### src/rtl/mux_pkg.sv
// Shared types and constants for the four-lane round-robin scheduler.
package mux_pkg;

    localparam int DATA_W    = 8;
    localparam int NUM_LANES = 4;
    localparam int LANE_W    = 2;

    typedef enum logic {
        IDLE  = 1'b0,
        GRANT = 1'b1
    } state_t;

    typedef logic [LANE_W-1:0] lane_t;

endpackage

### src/rtl/mux_rr_scheduler_if.sv
// Lane inputs, per-lane ready and the level-2 output stream of the scheduler.
interface mux_rr_scheduler_if import mux_pkg::*; #(
    parameter int DATA_W = mux_pkg::DATA_W
);

    logic              valid0, valid1, valid2, valid3;
    logic [DATA_W-1:0] data_in0, data_in1, data_in2, data_in3;
    logic [3:0]        lane_en;
    logic              ready_in;
    logic              ready0, ready1, ready2, ready3;
    logic [DATA_W-1:0] data_out_l2;
    logic              valid_out_l2;
    lane_t             grant;
    logic              busy;

    modport slave (
        input  valid0, valid1, valid2, valid3,
        input  data_in0, data_in1, data_in2, data_in3,
        input  lane_en, ready_in,
        output ready0, ready1, ready2, ready3,
        output data_out_l2, valid_out_l2, grant, busy
    );

    modport master (
        output valid0, valid1, valid2, valid3,
        output data_in0, data_in1, data_in2, data_in3,
        output lane_en, ready_in,
        input  ready0, ready1, ready2, ready3,
        input  data_out_l2, valid_out_l2, grant, busy
    );

endinterface

### src/rtl/rr_pick4.sv
// Combinational 4-way round-robin pick: first requester at or after ptr, wrapping 3->0.
module rr_pick4 import mux_pkg::*; (
    input  logic [3:0] req,
    input  lane_t      ptr,
    output logic       found,
    output lane_t      idx
);

    lane_t lane;

    always_comb begin
        found = 1'b0;
        idx   = '0;
        lane  = '0;
        for (int i = 0; i < 4; i++) begin
            lane = ptr + LANE_W'(i);
            if (!found && req[lane]) begin
                found = 1'b1;
                idx   = lane;
            end
        end
    end

endmodule

### src/rtl/mux_rr_scheduler.sv
// Round-robin scheduler: arbitrates four lanes onto one registered output with bounded bursts.
module mux_rr_scheduler import mux_pkg::*; #(
    parameter int DATA_W    = mux_pkg::DATA_W,
    parameter int MAX_BURST = 4,
    parameter int CNT_W     = 4
) (
    input logic                clk,
    input logic                reset_L,
    mux_rr_scheduler_if.slave  bus
);

    state_t            state, state_nxt;
    lane_t             grant_q, grant_nxt;
    lane_t             rr_ptr, rr_ptr_nxt;
    logic [CNT_W-1:0]  burst_cnt, burst_nxt;
    logic [DATA_W-1:0] data_q, data_sel;
    logic              vld_q;

    logic [3:0] valid_vec, cand, ready_vec;
    logic       out_load, lane_live, xfer, found;
    lane_t      pick;

    assign valid_vec = {bus.valid3, bus.valid2, bus.valid1, bus.valid0};
    assign cand      = valid_vec & bus.lane_en;
    assign out_load  = !vld_q || bus.ready_in;
    assign lane_live = valid_vec[grant_q] && bus.lane_en[grant_q];

    // Ready is a function of registered state and ready_in only, never of the lane valid.
    always_comb begin
        ready_vec = '0;
        if (state == GRANT && bus.lane_en[grant_q] && out_load)
            ready_vec[grant_q] = 1'b1;
    end

    assign xfer = lane_live && ready_vec[grant_q];

    always_comb begin
        data_sel = bus.data_in0;
        case (grant_q)
            2'd1:    data_sel = bus.data_in1;
            2'd2:    data_sel = bus.data_in2;
            2'd3:    data_sel = bus.data_in3;
            default: data_sel = bus.data_in0;
        endcase
    end

    rr_pick4 u_pick (
        .req   (cand),
        .ptr   (rr_ptr),
        .found (found),
        .idx   (pick)
    );

    always_comb begin
        state_nxt  = state;
        grant_nxt  = grant_q;
        rr_ptr_nxt = rr_ptr;
        burst_nxt  = burst_cnt;
        case (state)
            IDLE: begin
                if (found) begin
                    grant_nxt = pick;
                    burst_nxt = '0;
                    state_nxt = GRANT;
                end
            end
            GRANT: begin
                if (!lane_live) begin
                    state_nxt  = IDLE;
                    rr_ptr_nxt = grant_q + 2'd1;
                end else if (xfer) begin
                    if (burst_cnt == CNT_W'(MAX_BURST - 1)) begin
                        state_nxt  = IDLE;
                        rr_ptr_nxt = grant_q + 2'd1;
                        burst_nxt  = '0;
                    end else begin
                        burst_nxt = burst_cnt + 1'b1;
                    end
                end
            end
            default: state_nxt = IDLE;
        endcase
    end

    always_ff @(posedge clk or negedge reset_L) begin
        if (!reset_L) begin
            state     <= IDLE;
            grant_q   <= '0;
            rr_ptr    <= '0;
            burst_cnt <= '0;
            data_q    <= '0;
            vld_q     <= 1'b0;
        end else begin
            state     <= state_nxt;
            grant_q   <= grant_nxt;
            rr_ptr    <= rr_ptr_nxt;
            burst_cnt <= burst_nxt;
            if (xfer) begin
                data_q <= data_sel;
                vld_q  <= 1'b1;
            end else if (bus.ready_in) begin
                vld_q  <= 1'b0;
            end
        end
    end

    assign bus.ready0       = ready_vec[0];
    assign bus.ready1       = ready_vec[1];
    assign bus.ready2       = ready_vec[2];
    assign bus.ready3       = ready_vec[3];
    assign bus.data_out_l2  = data_q;
    assign bus.valid_out_l2 = vld_q;
    assign bus.grant        = grant_q;
    assign bus.busy         = (state == GRANT);

endmodule

### src/flat_wrapper.sv
// flat-port wrapper written by rule: the top's interface ports become plain ports
module mux_rr_scheduler_flat import mux_pkg::*;
#(
    parameter int DATA_W    = mux_pkg::DATA_W,
    parameter int MAX_BURST = 4,
    parameter int CNT_W     = 4
)
  (clk, reset_L, bus_valid0, bus_valid1, bus_valid2, bus_valid3, bus_data_in0, bus_data_in1, bus_data_in2, bus_data_in3, bus_lane_en, bus_ready_in, bus_ready0, bus_ready1, bus_ready2, bus_ready3, bus_data_out_l2, bus_valid_out_l2, bus_grant, bus_busy);
  mux_rr_scheduler_if #(.DATA_W(DATA_W)) bus_i ();
  input logic clk;
  input logic reset_L;
  input wire logic [$bits(bus_i.valid0)-1:0] bus_valid0;
  input wire logic [$bits(bus_i.valid1)-1:0] bus_valid1;
  input wire logic [$bits(bus_i.valid2)-1:0] bus_valid2;
  input wire logic [$bits(bus_i.valid3)-1:0] bus_valid3;
  input wire logic [$bits(bus_i.data_in0)-1:0] bus_data_in0;
  input wire logic [$bits(bus_i.data_in1)-1:0] bus_data_in1;
  input wire logic [$bits(bus_i.data_in2)-1:0] bus_data_in2;
  input wire logic [$bits(bus_i.data_in3)-1:0] bus_data_in3;
  input wire logic [$bits(bus_i.lane_en)-1:0] bus_lane_en;
  input wire logic [$bits(bus_i.ready_in)-1:0] bus_ready_in;
  output wire logic [$bits(bus_i.ready0)-1:0] bus_ready0;
  output wire logic [$bits(bus_i.ready1)-1:0] bus_ready1;
  output wire logic [$bits(bus_i.ready2)-1:0] bus_ready2;
  output wire logic [$bits(bus_i.ready3)-1:0] bus_ready3;
  output wire logic [$bits(bus_i.data_out_l2)-1:0] bus_data_out_l2;
  output wire logic [$bits(bus_i.valid_out_l2)-1:0] bus_valid_out_l2;
  output wire logic [$bits(bus_i.grant)-1:0] bus_grant;
  output wire logic [$bits(bus_i.busy)-1:0] bus_busy;
  assign bus_i.valid0 = bus_valid0;
  assign bus_i.valid1 = bus_valid1;
  assign bus_i.valid2 = bus_valid2;
  assign bus_i.valid3 = bus_valid3;
  assign bus_i.data_in0 = bus_data_in0;
  assign bus_i.data_in1 = bus_data_in1;
  assign bus_i.data_in2 = bus_data_in2;
  assign bus_i.data_in3 = bus_data_in3;
  assign bus_i.lane_en = bus_lane_en;
  assign bus_i.ready_in = bus_ready_in;
  assign bus_ready0 = bus_i.ready0;
  assign bus_ready1 = bus_i.ready1;
  assign bus_ready2 = bus_i.ready2;
  assign bus_ready3 = bus_i.ready3;
  assign bus_data_out_l2 = bus_i.data_out_l2;
  assign bus_valid_out_l2 = bus_i.valid_out_l2;
  assign bus_grant = bus_i.grant;
  assign bus_busy = bus_i.busy;
  mux_rr_scheduler #(.DATA_W(DATA_W), .MAX_BURST(MAX_BURST), .CNT_W(CNT_W)) u_core (.clk(clk), .reset_L(reset_L), .bus(bus_i));
endmodule
### config.mk
export PLATFORM = sky130hd
export DESIGN_NAME = mux_rr_scheduler_flat
export DESIGN_NICKNAME = d
export VERILOG_FILES = /design/src/rtl/mux_pkg.sv /design/src/rtl/mux_rr_scheduler_if.sv /design/src/rtl/rr_pick4.sv /design/src/rtl/mux_rr_scheduler.sv /design/src/flat_wrapper.sv
export SDC_FILE = /design/constraint.sdc
export NUM_CORES = 1
export LEC_CHECK = 0
export ABC_CLOCK_PERIOD_IN_PS = 2550
export BUFFER_PORTS_ARGS = -buffer_cell sky130_fd_sc_hd__buf_2
export CORE_MARGIN = 2
export CORE_UTILIZATION = 47
export CTS_CLUSTER_SIZE = 25
export DETAILED_ROUTE_END_ITERATION = 7
export PLACE_DENSITY_LB_ADDON = 0.1
export SYNTH_ARGS = -nofsm -noshare
export SYNTH_HDL_FRONTEND = slang
export SYNTH_SLANG_ARGS = --single-unit
### constraint.sdc
create_clock -name clk -period 2.55 [get_ports clk]
set_input_delay 0.1275 -clock clk [delete_from_list [all_inputs] [get_ports clk]]
set_output_delay 0.1275 -clock clk [all_outputs]
set_load 0.02 [all_outputs]
==> results of run 1 <==
## placed cells by master (no fill, tap or decap), types with 2 or more instances in the layout
cell type / instances
dfrtp_1: 18
and4_1: 2
mux4_2: 2
nand2_1: 18
and2_1: 7
mux2_1: 2
inv_1: 4
ha_1: 6
mux2_4: 7
clkbuf_4: 3
a222oi_1: 9
o21ai_0: 12
buf_2: 58
buf_4: 4
and3_1: 2
nand3_1: 6
o21ai_1: 2
nor3b_1: 2
## cell type report
cell class              count  area (um2)  share of cell area (%)
multi-input cells         101         813                    48.3
repair buffers             63         330                    19.6
well taps                  31        38.8                    2.30
inverters                   4        15.0                   0.892
clock buffers               4        36.3                    2.15
flip-flops and latches     18         450                    26.7
## synthesized netlist by cell type (all sizes together)
library cell,number,share of area [%]
ha,6,5.7
nand3,6,2.3
and3b,1,0.66
o21ai,14,5.3
o21a,1,0.57
clkbuf,3,0.85
and2,7,3.3
buf,4,2.6
nor3b,2,1.1
o211ai,1,0.57
nor2,1,0.47
a21oi,1,0.38
nor3,1,0.38
nor4bb,1,0.76
nand2,18,5.1
o41a,1,0.85
o41ai,1,1.2
a31oi,1,0.47
inv,4,1.1
and3,3,1.8
a222oi,9,6.8
a32o,1,0.76
o22ai,1,0.47
nor4,1,0.47
a41o,1,0.76
o31ai,1,0.57
and4b,2,1.8
or4,1,0.57
mux2,10,10
a221oi,1,0.66
nand2b,1,0.47
mux2i,1,0.76
a32oi,1,1.2
and4,2,1.3
dfrtp,18,34
mux4,2,3.4
## logic make-up after synthesis
| family | share of synthesized area (%) |
|---|---|
| simple gates | 20.5 |
| compound gates | 20.6 |
| flops | 34.0 |
| mux | 14.6 |
| buf+inv | 4.54 |
| fa+ha+maj | 5.67 |
## registers in the layout, summed over array words and instances, names as in the netlist
signal / cells
u_core.burst_cnt: 4
u_core.bus.busy: 1
u_core.bus.data_out_l2: 8
u_core.bus.grant: 2
u_core.bus.valid_out_l2: 1
u_core.rr_ptr: 2
## worst max-delay path, delay by kind of cell (launching register included)
kind	cells	cell delay (ns)
flops	1	0.58
simple gates	1	0.24
buf+inv	1	0.15
mux	2	0.86
compound gates	1	0.11
fa+ha+maj	1	0.23
## how the worst max path moves through the flow
stage | cells after the start | slack (ns) | start | to
floorplan | 9 | 0.19 | u_core.bus.grant[0]$_DFFE_PN0P_ | u_core.bus.data_out_l2[0]$_DFFE_PN0P_
detailed placement | 6 | 0.24 | u_core.bus.grant[0]$_DFFE_PN0P_ | u_core.bus.data_out_l2[7]$_DFFE_PN0P_
CTS | 6 | 0.24 | u_core.bus.grant[0]$_DFFE_PN0P_ | u_core.bus.data_out_l2[7]$_DFFE_PN0P_
global placement | 6 | 0.33 | u_core.bus.grant[0]$_DFFE_PN0P_ | u_core.bus.data_out_l2[7]$_DFFE_PN0P_
finish | 6 | 0.26 | u_core.bus.grant[0]$_DFFE_PN0P_ | u_core.bus.data_out_l2[2]$_DFFE_PN0P_
global route | 6 | 0.07 | u_core.bus.grant[1]$_DFFE_PN0P_ | u_core.bus.data_out_l2[7]$_DFFE_PN0P_
## layer usage
metal,part of all wire (%),vias to the layer above,wire length (um)
met4,2.1,0,70
li1,-,628,-
met5,0,-,0
met3,7.1,7,231
met2,47,63,1520
met1,44,615,1450
## metrics by stage
step / area, um2 / hold WS [ns] / instances / total power, mW / setup slack [ns]
2_1_floorplan: 1320 / -0.168 / 130 / 1.22 / 0.192
3_3_place_gp: 1640 / 0.0784 / 216 / 1.46 / 0.325
3_5_place_dp: 1640 / 0.0847 / 216 / 1.49 / 0.241
4_1_cts: 1680 / 0.162 / 221 / 1.67 / 0.245
5_1_grt: 1680 / 0.158 / 221 / 1.80 / 0.0730
6_report: 1680 / 0.158 / 221 / 1.67 / 0.265
## power by group
| part | switching (mW) | internal [mW] | leakage (nW) |
|---|---|---|---|
| combinational | 0.522 | 0.440 | 0.600 |
| clock | 0.0926 | 0.0873 | 0.0210 |
| sequential | 0.131 | 0.393 | 0.235 |
==> flow_metrics.env, run 1 <==
export IMPL_worst_pin_slew_ns=0.650
export IMPL_drtIter0Drc=46
export IMPL_layout_drive_gt1_share_pct=42.6
export IMPL_rsz0062_at_grt="no"
export IMPL_start_util_pct=48.8
export IMPL_syn_nets=179
export IMPL_power_density_nw_per_um2=990
export IMPL_crit_fanout=12
export IMPL_utilization_pct=62.1
export IMPL_die_w_um=57.1
export IMPL_area_growth_pct=27.2
export IMPL_die_h_um=57.1
export IMPL_slowest_delay_ns=0.58
export IMPL_die_area_um2=3260
export IMPL_h_tree_depth=1
export IMPL_path_class="reg -> reg"
export IMPL_dp_final_hpwl_um=2610
export IMPL_hold_violations=0
export IMPL_synthDistinctLibCells=43
export IMPL_grt_usage_pct=21.6
export IMPL_synth_seq_area_share_pct=34.0
export IMPL_ant_nets=0
export IMPL_syn_cell_area_um2=1320
export IMPL_fin_tns_setup_ns=0
export IMPL_core_um2=2710
export IMPL_nFillCells=233
export IMPL_io_pins=59
export IMPL_setup_viol=0
export IMPL_ff2ff_path_depth=6
export IMPL_num_vias=1313
export IMPL_max_freq_ghz=0.438
export IMPL_reg2reg_from="u_core.bus.grant[0]$_DFFE_PN0P_"
export IMPL_drt_pass1_iter_count=4
export IMPL_fin_nets=240
export IMPL_met1_usage_pct=27.7
export IMPL_cap_violations=0
export IMPL_row_count=19
export IMPL_antenna_found_initial=0
export IMPL_clk_path_buf_depth=2
export IMPL_cts_clk_slew_worst_paths_ns=0.10
export IMPL_maxSlewViolCount=0
export IMPL_cts_tree="built"
export IMPL_finalWeightedCongestion=0.923
export IMPL_overflow=0
export IMPL_cts_resized=0
export IMPL_crit_required_ns=2.75
export IMPL_grt_first_pass_wirelength_um=5520
export IMPL_reg2reg_slack_ns=0.26
export IMPL_cts_root_buf="clkbuf_4"
export IMPL_drt_total_wl_um=3270
export IMPL_cts_sinks=18
export IMPL_cts_setup_buffers=0
export IMPL_postCtsHoldBufs=1
export IMPL_top_usage_layer="met2"
export IMPL_cp_start_kind="flip-flop"
export IMPL_cts_made_buffers=3
export IMPL_fin_crit_ns=2.29
export IMPL_hp_class="in -> reg"
export IMPL_netlist_instances=130
export IMPL_hp_start="bus_data_in0[7]"
export IMPL_leakagePower_nw=0.856
export IMPL_via_per_inst=5.94
export IMPL_crit_chain="inv_1 > ha_1 > mux4_2 > o41ai_2 > nor2_2 > mux2_4"
export IMPL_hold_depth=4
export IMPL_use_met3_pct=4.31
export IMPL_cp_arrival_ns=2.48
export IMPL_numPortBuffers=58
export IMPL_antenna_cells=0
export IMPL_worstReg2RegEnd="u_core.bus.data_out_l2[2]$_DFFE_PN0P_"
export IMPL_clk_latency_ns=0.31
export IMPL_ys_warn_count=0
export IMPL_period_share_pct=89.6
export IMPL_ys_ff_latch=18
export IMPL_max_slew_margin_pct=56.6
export IMPL_grt_max_degree=19
export IMPL_critPathCaptureType="flip-flop"
export IMPL_route_detailed_drc=0
export IMPL_status="finished, final reports clean"
export IMPL_worstHoldEndpoint="u_core.bus.data_out_l2[7]$_DFFE_PN0P_"
export IMPL_cpMaxStageDelayCell="dfrtp_1"
export IMPL_grt_pass1_vias=1239
export IMPL_grtUsageMet2_pct=35.0
export IMPL_fin_skew_ns=0.00614
export IMPL_wire_per_inst_um=14.8
export IMPL_avgSynthCellArea_um2=10.2
export IMPL_ir_drop_uv=621
Power figures use the tool's default switching activity.
==> run 2: changes to the inputs <==
REMOVE_ABC_BUFFERS = 1   (was default)
==> flow_metrics.env, run 2 (synthesis gave the netlist of run 1 again) <==
export IMPL_num_vias=1310
export IMPL_fin_tns_setup_ns=0
export IMPL_leakagePower_nw=0.856
export IMPL_crit_fanout=12
export IMPL_fin_skew_ns=0.00425
export IMPL_largest_register_ffs=8
export IMPL_cts_tree="built"
export IMPL_crit_chain="inv_1 > ha_1 > mux4_2 > o41ai_2 > nor2_2 > mux2_1"
export IMPL_swShare_pct=44.8
export IMPL_cts_sinks=18
export IMPL_die_w_um=57.1
export IMPL_drtIter0Drc=74
export IMPL_final_area_um2=1680
export IMPL_cts_clk_slew_worst_paths_ns=0.10
export IMPL_route_detailed_drc=0
export IMPL_antenna_found_initial=0
export IMPL_grt_pass1_vias=1249
export IMPL_post_dp_cell_area_um2=1640
export IMPL_ir_drop_uv=663
export IMPL_overflow=0
export IMPL_antenna_cells=0
export IMPL_layout_common_cells="buf_2 (58), nand2_1 (18), dfrtp_1 (18)"
export IMPL_row_count=19
export IMPL_finalPower_mw=1.67
export IMPL_area_growth_pct=27.2
export IMPL_io_pins=59
export IMPL_crit_buf_inv=1
export IMPL_drt_pass1_iter_count=4
export IMPL_start_util_pct=48.8
export IMPL_path_class="reg -> reg"
export IMPL_crit_required_ns=2.74
export IMPL_hp_class="in -> reg"
export IMPL_cap_violations=0
export IMPL_ant_nets=0
export IMPL_pwr_share_comb_pct=57.8
export IMPL_wire_per_inst_um=14.9
export IMPL_maxSlewViolCount=0
export IMPL_setup_viol=0
export IMPL_grt_max_degree=19
export IMPL_fin_nets=240
export IMPL_cts_resized=0
export IMPL_cp_start_kind="flip-flop"
export IMPL_critPathTopFamily="multiplexers"
export IMPL_die_h_um=57.1
export IMPL_h_tree_depth=1
export IMPL_hold_violations=0
export IMPL_max_freq_ghz=0.433
export IMPL_worst_pin_slew_ns=0.665
export IMPL_die_area_um2=3260
export IMPL_via_per_inst=5.93
export IMPL_power_density_nw_per_um2=989
export IMPL_cts_made_buffers=3
export IMPL_grt_usage_pct=22.3
export IMPL_clk_path_buf_depth=2
export IMPL_slowest_delay_ns=0.59
export IMPL_fin_crit_ns=2.31
export IMPL_intPower_uw=920
export IMPL_cp_arrival_ns=2.50
export IMPL_p_clk_share_pct=10.7
export IMPL_cpMaxStageDelayCell="dfrtp_1"
export IMPL_period_share_pct=90.5
export IMPL_cts_root_buf="clkbuf_4"
export IMPL_dp_final_hpwl_um=2540
export IMPL_core_um2=2710
export IMPL_clk_latency_ns=0.30
export IMPL_mostFrequentLayoutCell="buf_2"
export IMPL_seq_power_share_pct=31.5
export IMPL_max_slew_margin_pct=55.6
export IMPL_grt_first_pass_wirelength_um=5640
export IMPL_rsz0062_at_grt="no"
export IMPL_numPortBuffers=58
export IMPL_drt_total_wl_um=3300
export IMPL_finalWeightedCongestion=0.953
export IMPL_layout_drive_gt1_share_pct=42.6
export IMPL_status="finished, final reports clean"
export IMPL_switchingPower_uw=745
export IMPL_critPathCaptureType="flip-flop"
run 2: power groups by stage:
stage / clock (mW) / combinational (mW) / sequential (mW)
finish: 0.178 / 0.962 / 0.525
global route: 0.195 / 1.06 / 0.545
CTS: 0.180 / 0.970 / 0.523
detailed placement: 0 / 0.968 / 0.525
global placement: 0 / 0.940 / 0.520
floorplan: 0 / 0.568 / 0.606
run 2: worst min-delay path, cell delays in order:
cell and delay, ns:
buf_2 0.08, nand2_1 0.04, o21ai_0 0.06, mux2_1 0.12
run 2: per-stage QoR:
step / hold slack [ns] / setup slack, ns / util (%) / cells
global route: 0.154 / 0.0647 / 62.1 / 221
global placement: 0.0820 / 0.333 / 60.4 / 216
floorplan: -0.168 / 0.217 / - / 123
CTS: 0.145 / 0.223 / 62.1 / 221
detailed placement: 0.0852 / 0.245 / 60.4 / 216
finish: 0.143 / 0.241 / 62.1 / 221
run 2: routing by layer:
metal	global-route usage (%)	share of wire, %
met1	27.1	42
met2	39.2	47
met5	0	0
met4	8.97	2.3
met3	3.63	8.4
run 2: path summary, 6_finish.rpt:
path                                                       start  slack, ns  cells past startpoint                                    end
max                              u_core.bus.grant[0]$_DFFE_PN0P_       0.24                      6  u_core.bus.data_out_l2[7]$_DFFE_PN0P_
min                                              bus_data_in0[7]       0.14                      4  u_core.bus.data_out_l2[7]$_DFFE_PN0P_
max reg2reg                      u_core.bus.grant[0]$_DFFE_PN0P_       0.24                      6  u_core.bus.data_out_l2[7]$_DFFE_PN0P_
min reg2reg                u_core.bus.data_out_l2[7]$_DFFE_PN0P_       0.50                      1  u_core.bus.data_out_l2[7]$_DFFE_PN0P_
max in group asynchronous                                reset_L       2.00                      2  u_core.bus.data_out_l2[6]$_DFFE_PN0P_
min in group asynchronous                                reset_L       0.27                      2  u_core.bus.data_out_l2[3]$_DFFE_PN0P_
run 2: timing repair:
action / in CTS / in global routing
setup buffers: 0 / 0
endpoints found under the hold margin: 18 / 0
hold buffers: 1 / 0
setup endpoints to repair: 0 / 0
run 2: area by class of cell:
cell class	count	area (um2)
flip-flops and latches	18	450
inverters	4	15.0
clock buffers	4	36.3
multi-input cells	101	813
repair buffers	63	330
fillers	244	1030
well taps	31	38.8
==> run 3: changes to the inputs <==
CTS_BUF_LIST = sky130_fd_sc_hd__clkbuf_16   (was default)
==> flow_metrics.env, run 3 (synthesis gave the netlist of run 1 again) <==
export IMPL_fin_crit_ns=2.32
export IMPL_utilization_pct=63.7
export IMPL_grt_first_pass_wirelength_um=5820
export IMPL_dp_cells=216
export IMPL_grt_usage_pct=22.6
export IMPL_die_h_um=57.1
export IMPL_layout_common_cells="buf_2 (58), nand2_1 (18), dfrtp_1 (18)"
export IMPL_cts_root_buf="clkbuf_16"
export IMPL_antenna_cells=0
export IMPL_layout_drive_gt1_share_pct=42.1
export IMPL_antenna_found_initial=0
export IMPL_nFillCells=239
export IMPL_cts_made_buffers=3
export IMPL_fin_tns_setup_ns=0
export IMPL_ant_nets=0
export IMPL_whs_ns=0.206
export IMPL_grt_max_degree=19
export IMPL_mostFrequentLayoutCell="buf_2"
export IMPL_hp_class="in -> reg"
export IMPL_num_vias=1323
export IMPL_cts_sinks=18
export IMPL_io_pins=59
export IMPL_fin_skew_ns=0.000991
export IMPL_route_detailed_drc=0
export IMPL_seqCellArea_um2=450
export IMPL_worst_pin_slew_ns=0.664
export IMPL_fin_nets=240
export IMPL_drt_pass1_iter_count=4
export IMPL_max_freq_ghz=0.431
export IMPL_multi_input_area_um2=813
export IMPL_drtIter0Drc=107
export IMPL_die_area_um2=3260
export IMPL_drt_total_wl_um=3420
export IMPL_largest_register_ffs=8
export IMPL_ir_drop_uv=603
export IMPL_max_slew_margin_pct=55.7
export IMPL_grt_pass1_vias=1289
export IMPL_setup_viol=0
export IMPL_fin_cells=221
export IMPL_maxSlewViolCount=0
export IMPL_cp_arrival_ns=2.45
export IMPL_hold_violations=0
export IMPL_crit_fanout=12
export IMPL_clk_path_buf_depth=2
export IMPL_cts_setup_buffers=0
export IMPL_crit_required_ns=2.68
export IMPL_overflow=0
export IMPL_finalWeightedCongestion=0.953
export IMPL_cap_violations=0
export IMPL_h_tree_depth=1
export IMPL_dp_final_hpwl_um=2540
export IMPL_area_growth_pct=30.4
export IMPL_cp_start_kind="flip-flop"
export IMPL_leakagePower_nw=0.873
export IMPL_row_count=19
export IMPL_die_w_um=57.1
export IMPL_rsz0062_at_grt="no"
export IMPL_status="finished, final reports clean"
export IMPL_power_density_nw_per_um2=1050
export IMPL_cts_tree="built"
export IMPL_wire_per_inst_um=15.5
export IMPL_core_um2=2710
export IMPL_via_per_inst=5.99
export IMPL_period_share_pct=91.0
export IMPL_path_class="reg -> reg"
export IMPL_numPortBuffers=58
export IMPL_cts_clk_slew_worst_paths_ns=0.05
export IMPL_start_util_pct=48.8
export IMPL_clk_latency_ns=0.25
export IMPL_critPathCaptureType="flip-flop"
## run 3: critical path, stage by stage, from the launching register on
cell     delay (ns)
dfrtp_1        0.57
inv_1          0.15
ha_1           0.24
mux4_2         0.52
o41ai_2        0.11
nor2_2         0.24
mux2_1         0.35
## run 3: worst paths after layout
kind	depth (start not counted)	slack (ns)	start	to
max	6	0.23	u_core.bus.grant[0]$_DFFE_PN0P_	u_core.bus.data_out_l2[7]$_DFFE_PN0P_
min	4	0.21	bus_data_in0[7]	u_core.bus.data_out_l2[7]$_DFFE_PN0P_
max reg2reg	6	0.23	u_core.bus.grant[0]$_DFFE_PN0P_	u_core.bus.data_out_l2[7]$_DFFE_PN0P_
min reg2reg	1	0.50	u_core.bus.data_out_l2[7]$_DFFE_PN0P_	u_core.bus.data_out_l2[7]$_DFFE_PN0P_
max in group asynchronous	2	1.93	reset_L	u_core.bus.busy$_DFF_PN0_
min in group asynchronous	2	0.34	reset_L	u_core.rr_ptr[0]$_DFFE_PN0P_
## run 3: per-layer routing
layer	GRT usage [%]	part of all wire [%]	up-vias
met5	0	0	-
met4	6.31	1.5	0
met3	3.85	8.4	10
met2	41.2	47	73
met1	27.2	43	614
li1	-	-	626
## run 3: cell type report
cell class              instances  share of cell area, %
clock buffers                   3                   4.35
clock inverters                 1                  0.217
inverters                       4                  0.870
multi-input cells             101                   47.1
flip-flops and latches         18                   26.1
well taps                      31                   2.25
repair buffers                 63                   19.1
## run 3: stage by stage
| step | area (um2) | power (mW) | setup WS, ns |
|---|---|---|---|
| 6_report | 1730 | 1.81 | 0.228 |
| 5_1_grt | 1730 | 1.95 | 0.0442 |
| 4_1_cts | 1730 | 1.82 | 0.205 |
| 3_5_place_dp | 1640 | 1.49 | 0.245 |
| 3_3_place_gp | 1640 | 1.46 | 0.333 |
| 2_1_floorplan | 1280 | 1.17 | 0.217 |
## run 3: power by group
group	leakage [nW]	switching [mW]	internal, mW
logic	0.600	0.535	0.441
clock network	0.0385	0.102	0.208
registers	0.235	0.133	0.395
total	0.873	0.770	1.04
## run 3: repair_timing
item,in CTS,in global routing
endpoints found under the setup margin,0,0
gates resized for setup,0,0
hold buffers,1,0
endpoints found under the hold margin,18,0
